==> config.mk <==
export PLATFORM = sky130hd
export DESIGN_NAME = regencode_flat
export DESIGN_NICKNAME = d
export VERILOG_FILES = /design/src/rtl/regencode_if.sv /design/src/rtl/regencode.sv /design/src/flat_wrapper.sv
export SDC_FILE = /design/constraint.sdc
export NUM_CORES = 1
export LEC_CHECK = 0
export CAP_MARGIN = 20
export CORE_UTILIZATION = 35
export CTS_CLUSTER_SIZE = 16
export DETAILED_ROUTE_END_ITERATION = 8
export HOLD_SLACK_MARGIN = 0.05
export PLACE_DENSITY = 0.78
export SETUP_SLACK_MARGIN = 0.02
export SLEW_MARGIN = 15
export SYNTH_ARGS = -nofsm -noshare
export SYNTH_HDL_FRONTEND = slang
export SYNTH_SLANG_ARGS = --single-unit
==> constraint.sdc <==
create_clock -name clk -period 1.8 [get_ports clk]
set_input_delay 0.27 -clock clk [delete_from_list [all_inputs] [get_ports clk]]
set_output_delay 0.27 -clock clk [all_outputs]
set_load 0.02 [all_outputs]
==> src/rtl/regencode_if.sv <==
// Valid/ready bundle for the register-address encoder: address in, set_pa/lower fields out.
interface regencode_if;
    logic       in_valid;
    logic       in_ready;
    logic [3:0] in_reg_addr;
    logic       out_valid;
    logic       out_ready;
    logic [2:0] out_set_pa;
    logic [1:0] out_lower_reg_addr;

    modport master (
        output in_valid,
        output in_reg_addr,
        output out_ready,
        input  in_ready,
        input  out_valid,
        input  out_set_pa,
        input  out_lower_reg_addr
    );

    modport slave (
        input  in_valid,
        input  in_reg_addr,
        input  out_ready,
        output in_ready,
        output out_valid,
        output out_set_pa,
        output out_lower_reg_addr
    );
endinterface

==> src/rtl/regencode.sv <==
// Register-address encoder with play-area tracking and a 2-entry skid buffer.
// Define REGENC_STATS_EN to build the saturating word/prefix statistics counters.
module regencode #(
    parameter int REGENC_CNT_W = 16
) (
    input  logic                    clk,
    input  logic                    reset,
    regencode_if.slave              bus,
    input  logic                    pa_invalidate,
    output logic [REGENC_CNT_W-1:0] prefix_count,
    output logic [REGENC_CNT_W-1:0] word_count
);

    logic [1:0] r_pa;
    logic       r_pa_known;

    logic       r_main_valid;
    logic [2:0] r_main_set_pa;
    logic [1:0] r_main_lower;

    logic       r_skid_valid;
    logic [2:0] r_skid_set_pa;
    logic [1:0] r_skid_lower;

    logic       w_accept;
    logic       w_consume;
    logic       w_main_free;
    logic       w_prefix;
    logic [1:0] w_area;
    logic [1:0] w_lower;
    logic [2:0] w_enc_set_pa;

    assign w_area      = bus.in_reg_addr[3:2];
    assign w_lower     = bus.in_reg_addr[1:0];
    assign w_accept    = bus.in_valid && !r_skid_valid;
    assign w_consume   = r_main_valid && bus.out_ready;
    assign w_main_free = !r_main_valid || w_consume;

    // Encoding always uses the pre-invalidate state of the current cycle.
    assign w_prefix     = !r_pa_known || (w_area != r_pa);
    assign w_enc_set_pa = w_prefix ? {1'b1, w_area} : {1'b0, r_pa};

    assign bus.in_ready           = !r_skid_valid;
    assign bus.out_valid          = r_main_valid;
    assign bus.out_set_pa         = r_main_set_pa;
    assign bus.out_lower_reg_addr = r_main_lower;

    always_ff @(posedge clk) begin
        if (reset) begin
            r_pa       <= 2'b00;
            r_pa_known <= 1'b0;
        end else begin
            if (w_accept) begin
                r_pa       <= w_area;
                r_pa_known <= 1'b1;
            end
            if (pa_invalidate) begin
                r_pa_known <= 1'b0;
            end
        end
    end

    // Skid entry only fills while main is stalled, and always drains first.
    always_ff @(posedge clk) begin
        if (reset) begin
            r_main_valid  <= 1'b0;
            r_main_set_pa <= 3'b000;
            r_main_lower  <= 2'b00;
            r_skid_valid  <= 1'b0;
            r_skid_set_pa <= 3'b000;
            r_skid_lower  <= 2'b00;
        end else if (w_main_free) begin
            if (r_skid_valid) begin
                r_main_valid  <= 1'b1;
                r_main_set_pa <= r_skid_set_pa;
                r_main_lower  <= r_skid_lower;
                r_skid_valid  <= 1'b0;
            end else if (w_accept) begin
                r_main_valid  <= 1'b1;
                r_main_set_pa <= w_enc_set_pa;
                r_main_lower  <= w_lower;
            end else begin
                r_main_valid  <= 1'b0;
            end
        end else if (w_accept) begin
            r_skid_valid  <= 1'b1;
            r_skid_set_pa <= w_enc_set_pa;
            r_skid_lower  <= w_lower;
        end
    end

`ifdef REGENC_STATS_EN
    logic [REGENC_CNT_W-1:0] r_word_count;
    logic [REGENC_CNT_W-1:0] r_prefix_count;

    always_ff @(posedge clk) begin
        if (reset) begin
            r_word_count   <= '0;
            r_prefix_count <= '0;
        end else if (w_consume) begin
            if (r_word_count != {REGENC_CNT_W{1'b1}}) begin
                r_word_count <= r_word_count + 1'b1;
            end
            if (r_main_set_pa[2] &&
                (r_prefix_count != {REGENC_CNT_W{1'b1}})) begin
                r_prefix_count <= r_prefix_count + 1'b1;
            end
        end
    end

    assign word_count   = r_word_count;
    assign prefix_count = r_prefix_count;
`else
    assign word_count   = '0;
    assign prefix_count = '0;
`endif

endmodule

==> src/flat_wrapper.sv <==
// flat-port wrapper written by rule: the top's interface ports become plain ports
module regencode_flat 
#(
    parameter int REGENC_CNT_W = 16
)
  (clk, reset, pa_invalidate, prefix_count, word_count, bus_in_valid, bus_in_reg_addr, bus_out_ready, bus_in_ready, bus_out_valid, bus_out_set_pa, bus_out_lower_reg_addr);
  regencode_if bus_i ();
  input  logic clk;
  input  logic reset;
  input  logic pa_invalidate;
  output logic [REGENC_CNT_W-1:0] prefix_count;
  output logic [REGENC_CNT_W-1:0] word_count;
  input wire logic [$bits(bus_i.in_valid)-1:0] bus_in_valid;
  input wire logic [$bits(bus_i.in_reg_addr)-1:0] bus_in_reg_addr;
  input wire logic [$bits(bus_i.out_ready)-1:0] bus_out_ready;
  output wire logic [$bits(bus_i.in_ready)-1:0] bus_in_ready;
  output wire logic [$bits(bus_i.out_valid)-1:0] bus_out_valid;
  output wire logic [$bits(bus_i.out_set_pa)-1:0] bus_out_set_pa;
  output wire logic [$bits(bus_i.out_lower_reg_addr)-1:0] bus_out_lower_reg_addr;
  assign bus_i.in_valid = bus_in_valid;
  assign bus_i.in_reg_addr = bus_in_reg_addr;
  assign bus_i.out_ready = bus_out_ready;
  assign bus_in_ready = bus_i.in_ready;
  assign bus_out_valid = bus_i.out_valid;
  assign bus_out_set_pa = bus_i.out_set_pa;
  assign bus_out_lower_reg_addr = bus_i.out_lower_reg_addr;
  regencode #(.REGENC_CNT_W(REGENC_CNT_W)) u_core (.clk(clk), .reset(reset), .bus(bus_i), .pa_invalidate(pa_invalidate), .prefix_count(prefix_count), .word_count(word_count));
endmodule
==> summary by stage <==
STA
Based on the critical path, the design can be clocked at up to 615 MHz. Setup repair after global routing left no endpoint under its margin. Hold is met by 0.481 ns. The total negative slack is 0 ns. For the finished layout, the period the worst path requires is 1.63 ns. Clock skew on the completed layout was measured at 0.00157 ns. The final setup violation count is 0. Of the available clock period, the critical path in the final layout requires 90.3%. The number of hold-slack violations in the final timing report is 0. The max-slew violation total from the final report is 0.

Worst setup path
The type of element capturing the critical path is a primary output. The data arrival at the endpoint of the critical path is 1.36 ns. The required time of the critical path is 1.53 ns.

The highest net fanout along the worst path is 11. Across all register-to-register paths, the minimum setup slack is 0.46 ns. The launching element type of the critical path is a flip-flop.

The type of the worst setup path is reg -> out.

Synthesis
In this run, distinct cell masters in the synthesized netlist total 19. The leading area contributor after synthesis is dfxtp_1. Counting flops and latches in the post-synthesis netlist gives 15. By area the synthesized netlist is led by dfxtp_1, buf_4, mux2i_1. During synthesis, Yosys emitted a total of 0 warnings. The netlist area before placement is 885 um^2. Each instance of the synthesized netlist takes up on average 9.03 um^2. Of the synthesized area, sequential elements account for 33.9%. The share of the synthesized area in the top cell type is 33.9%. The gate count of the mapped netlist is 98.

Floorplan
The floorplan step defined a die boundary enclosing 2730 um^2. The count of pins on the block boundary is 48. In this run the vertical extent of the chip is 52.3 um.

The core area is 2300 um^2. The die is 52.3 um wide. The effective utilization at floorplan is 38.5%. The standard-cell row count is 17.

Clocking
The largest buffer count on any clock path is 2. The clock drives 15 sinks. The clock latency reported for the late side of the worst-skew pair is 0.28 ns. TritonCTS built the clock tree.

The clock-pin slew of the registers on the worst-case setup and hold paths is 0.08 ns. The master cell of the clock root buffer is clkbuf_4. TritonCTS created 3 clock buffers. In this run the number of H-tree levels came out at 1. The count of hold buffers inserted by post-cts repair is 0.

Global route
For met1 alone, demand over resource in global routing was 14.1%. Entering global routing, the biggest net connects 13 pins. The first global-routing pass estimated 2.25 mm of wire. Global routing used 17.9% of the available met2 tracks. After global routing, the most crowded layer is met2. For this run, the total global-route usage over all layers was measured as 11.2%.

The initial antenna violation count is 0. The via count of the first global-routing pass is 511. In the global route stage, met3 resource usage came out at 4.35%.

The overflow left after global routing is 0.

Layout
The post-route netlist has 6.25% of its cells at a drive strength greater than 1. The repair_antennas step left the layout with diodes totalling 0. The non-filler instance count after layout is 140. After routing the design area is 950 um^2. At the end of the flow the core is filled with cells to 41.3%. The total number of nets in the final design is 122. The area added between synthesis and finish is 7.36%.

Pwr
The part of the power in combinational logic is 24.1%. The power dissipated by switching net loads is 227 uW. The proportion of power drawn by the clock network is 25.8%.

The share of total power dissipated in sequential elements is 50.1%. The switching share of total power is 31.3%. The internal power is 498 uW.

The leakage power summed over all cells is 0.000404 uW. VDD sags by at most 0.427 mV. The power density over the cells is 763 nW/um^2.

Place
The placed instances occupy a cell area of 922 um^2. The HPWL after detailed placement is 1.02 mm. The weighted congestion reported at the end of routability-driven placement is 0.821. The count of input and output buffers is 15.

Counting tap cells, the placed design contains a total of 136 instances.

Detailed routing
The number of remaining DRC errors is 0. The first-iteration detailed-routing DRC count is 11. The average detailed-routed wire length per instance is 9.43 um. The total wirelength of the detailed-routed design is 1.32 mm.

In this run the remaining antenna-violating nets after routing total 0. In the routed layout, each cell is associated on average with a via count of 4.28. The number of detailed-route iterations in the first pass is 4.

The total via count in the routed design is 599.

Run status
The run finished with clean final reports.

Hold path
The class of the worst hold path is reg -> reg.

Run
The tool flagged a number of max-cap violations equal to 0.
critical path, cell delays in order, from the launching register on:
cell,delay (ns)
dfxtp_2,0.48
inv_1,0.06
clkdlybuf4s50_1,0.53
per-layer routing:
| layer | up-vias | routed length, um | part of all wire [%] |
|---|---|---|---|
| li1 | 292 | - | - |
| met1 | 257 | 584 | 44 |
| met2 | 50 | 592 | 45 |
| met3 | 0 | 143 | 11 |
| met4 | 0 | 0 | 0 |
| met5 | - | 0 | 0 |
registers in the layout (all words and copies together), names as in the netlist:
| signal | cells |
|---|---|
| u_core.bus.out_set_pa | 3 |
| u_core.r_skid_set_pa | 3 |
| u_core.bus.out_lower_reg_addr | 2 |
| u_core.r_pa | 2 |
| u_core.r_skid_lower | 2 |
| u_core.bus.out_valid | 1 |
| u_core.r_pa_known | 1 |
| u_core.r_skid_valid | 1 |
power by group through the flow:
stage	clock [uW]	combinational [uW]	sequential [uW]
6_report	187	175	363
5_1_grt	215	193	366
4_1_cts	196	175	363
3_5_place_dp	0	175	371
3_3_place_gp	0	173	370
2_1_floorplan	0	165	381
final cells by class:
class | instances | area [um^2]
clock buffers | 4 | 26.3
fillers | 228 | 1350
well taps | 28 | 35.0
repair buffers | 16 | 158
inverters | 2 | 7.51
flip-flops and latches | 15 | 302
multi-input cells | 75 | 422
metrics by stage:
stage,total power [uW],setup slack [ns]
after floorplan,546,0.514
after CTS,733,0.0238
after global placement,542,0.0564
final,724,0.174
after detailed placement,545,0.00258
after global routing,773,0.0915
cell usage in the layout (no fill, tap or decap), types with 2 or more instances in the layout:
master and count:
conb_1 32, clkdlybuf4s50_1 15, dfxtp_1 14, mux2i_1 10, nor2_1 10, a21oi_1 7
a311oi_1 5, clkbuf_4 3, inv_1 2, nand2b_1 2, nor3_1 2, xor2_1 2
worst paths after layout:
check	startpoint	end	cells after the start
min	u_core.r_pa_known	u_core.r_skid_set_pa[2]	1
max	u_core.r_skid_valid	bus_in_ready	2
min reg2reg	u_core.r_pa_known	u_core.r_skid_set_pa[2]	1
max reg2reg	u_core.r_pa[1]	u_core.bus.out_set_pa[2]	3
synth_stat cells:
cell and number:
buf_2 1, inv_1 2, a21oi_1 7, a311oi_1 5, xor2_1 2, mux2i_1 10, or2_2 1, nor2_1 10
nor3_1 2, a41o_1 1, conb_1 1, buf_4 33, nor2b_1 1, clkbuf_1 2, or4b_1 1, and4bb_2 1
dfxtp_1 15, nand2b_1 2, buf_6 1
what timing repair did:
action	4_1_cts	5_1_grt
buffers inserted	0	0
endpoints found under the setup margin	0	1
gates resized for setup	0	1
kinds of logic (layout without fill, tap and decap cells):
family	Yosys count	in the layout	synth area share (%)
buffers and inverters	39	22	31.5
multiplexers	10	10	11.3
flip-flops	15	15	33.9
other	1	32	0.424
AO/OA/AOI/OAI	13	13	10.0
AND/OR/NAND/NOR	18	18	10.8
XOR/XNOR	2	2	1.98
Note: power is estimated with default switching activity, not from simulation.
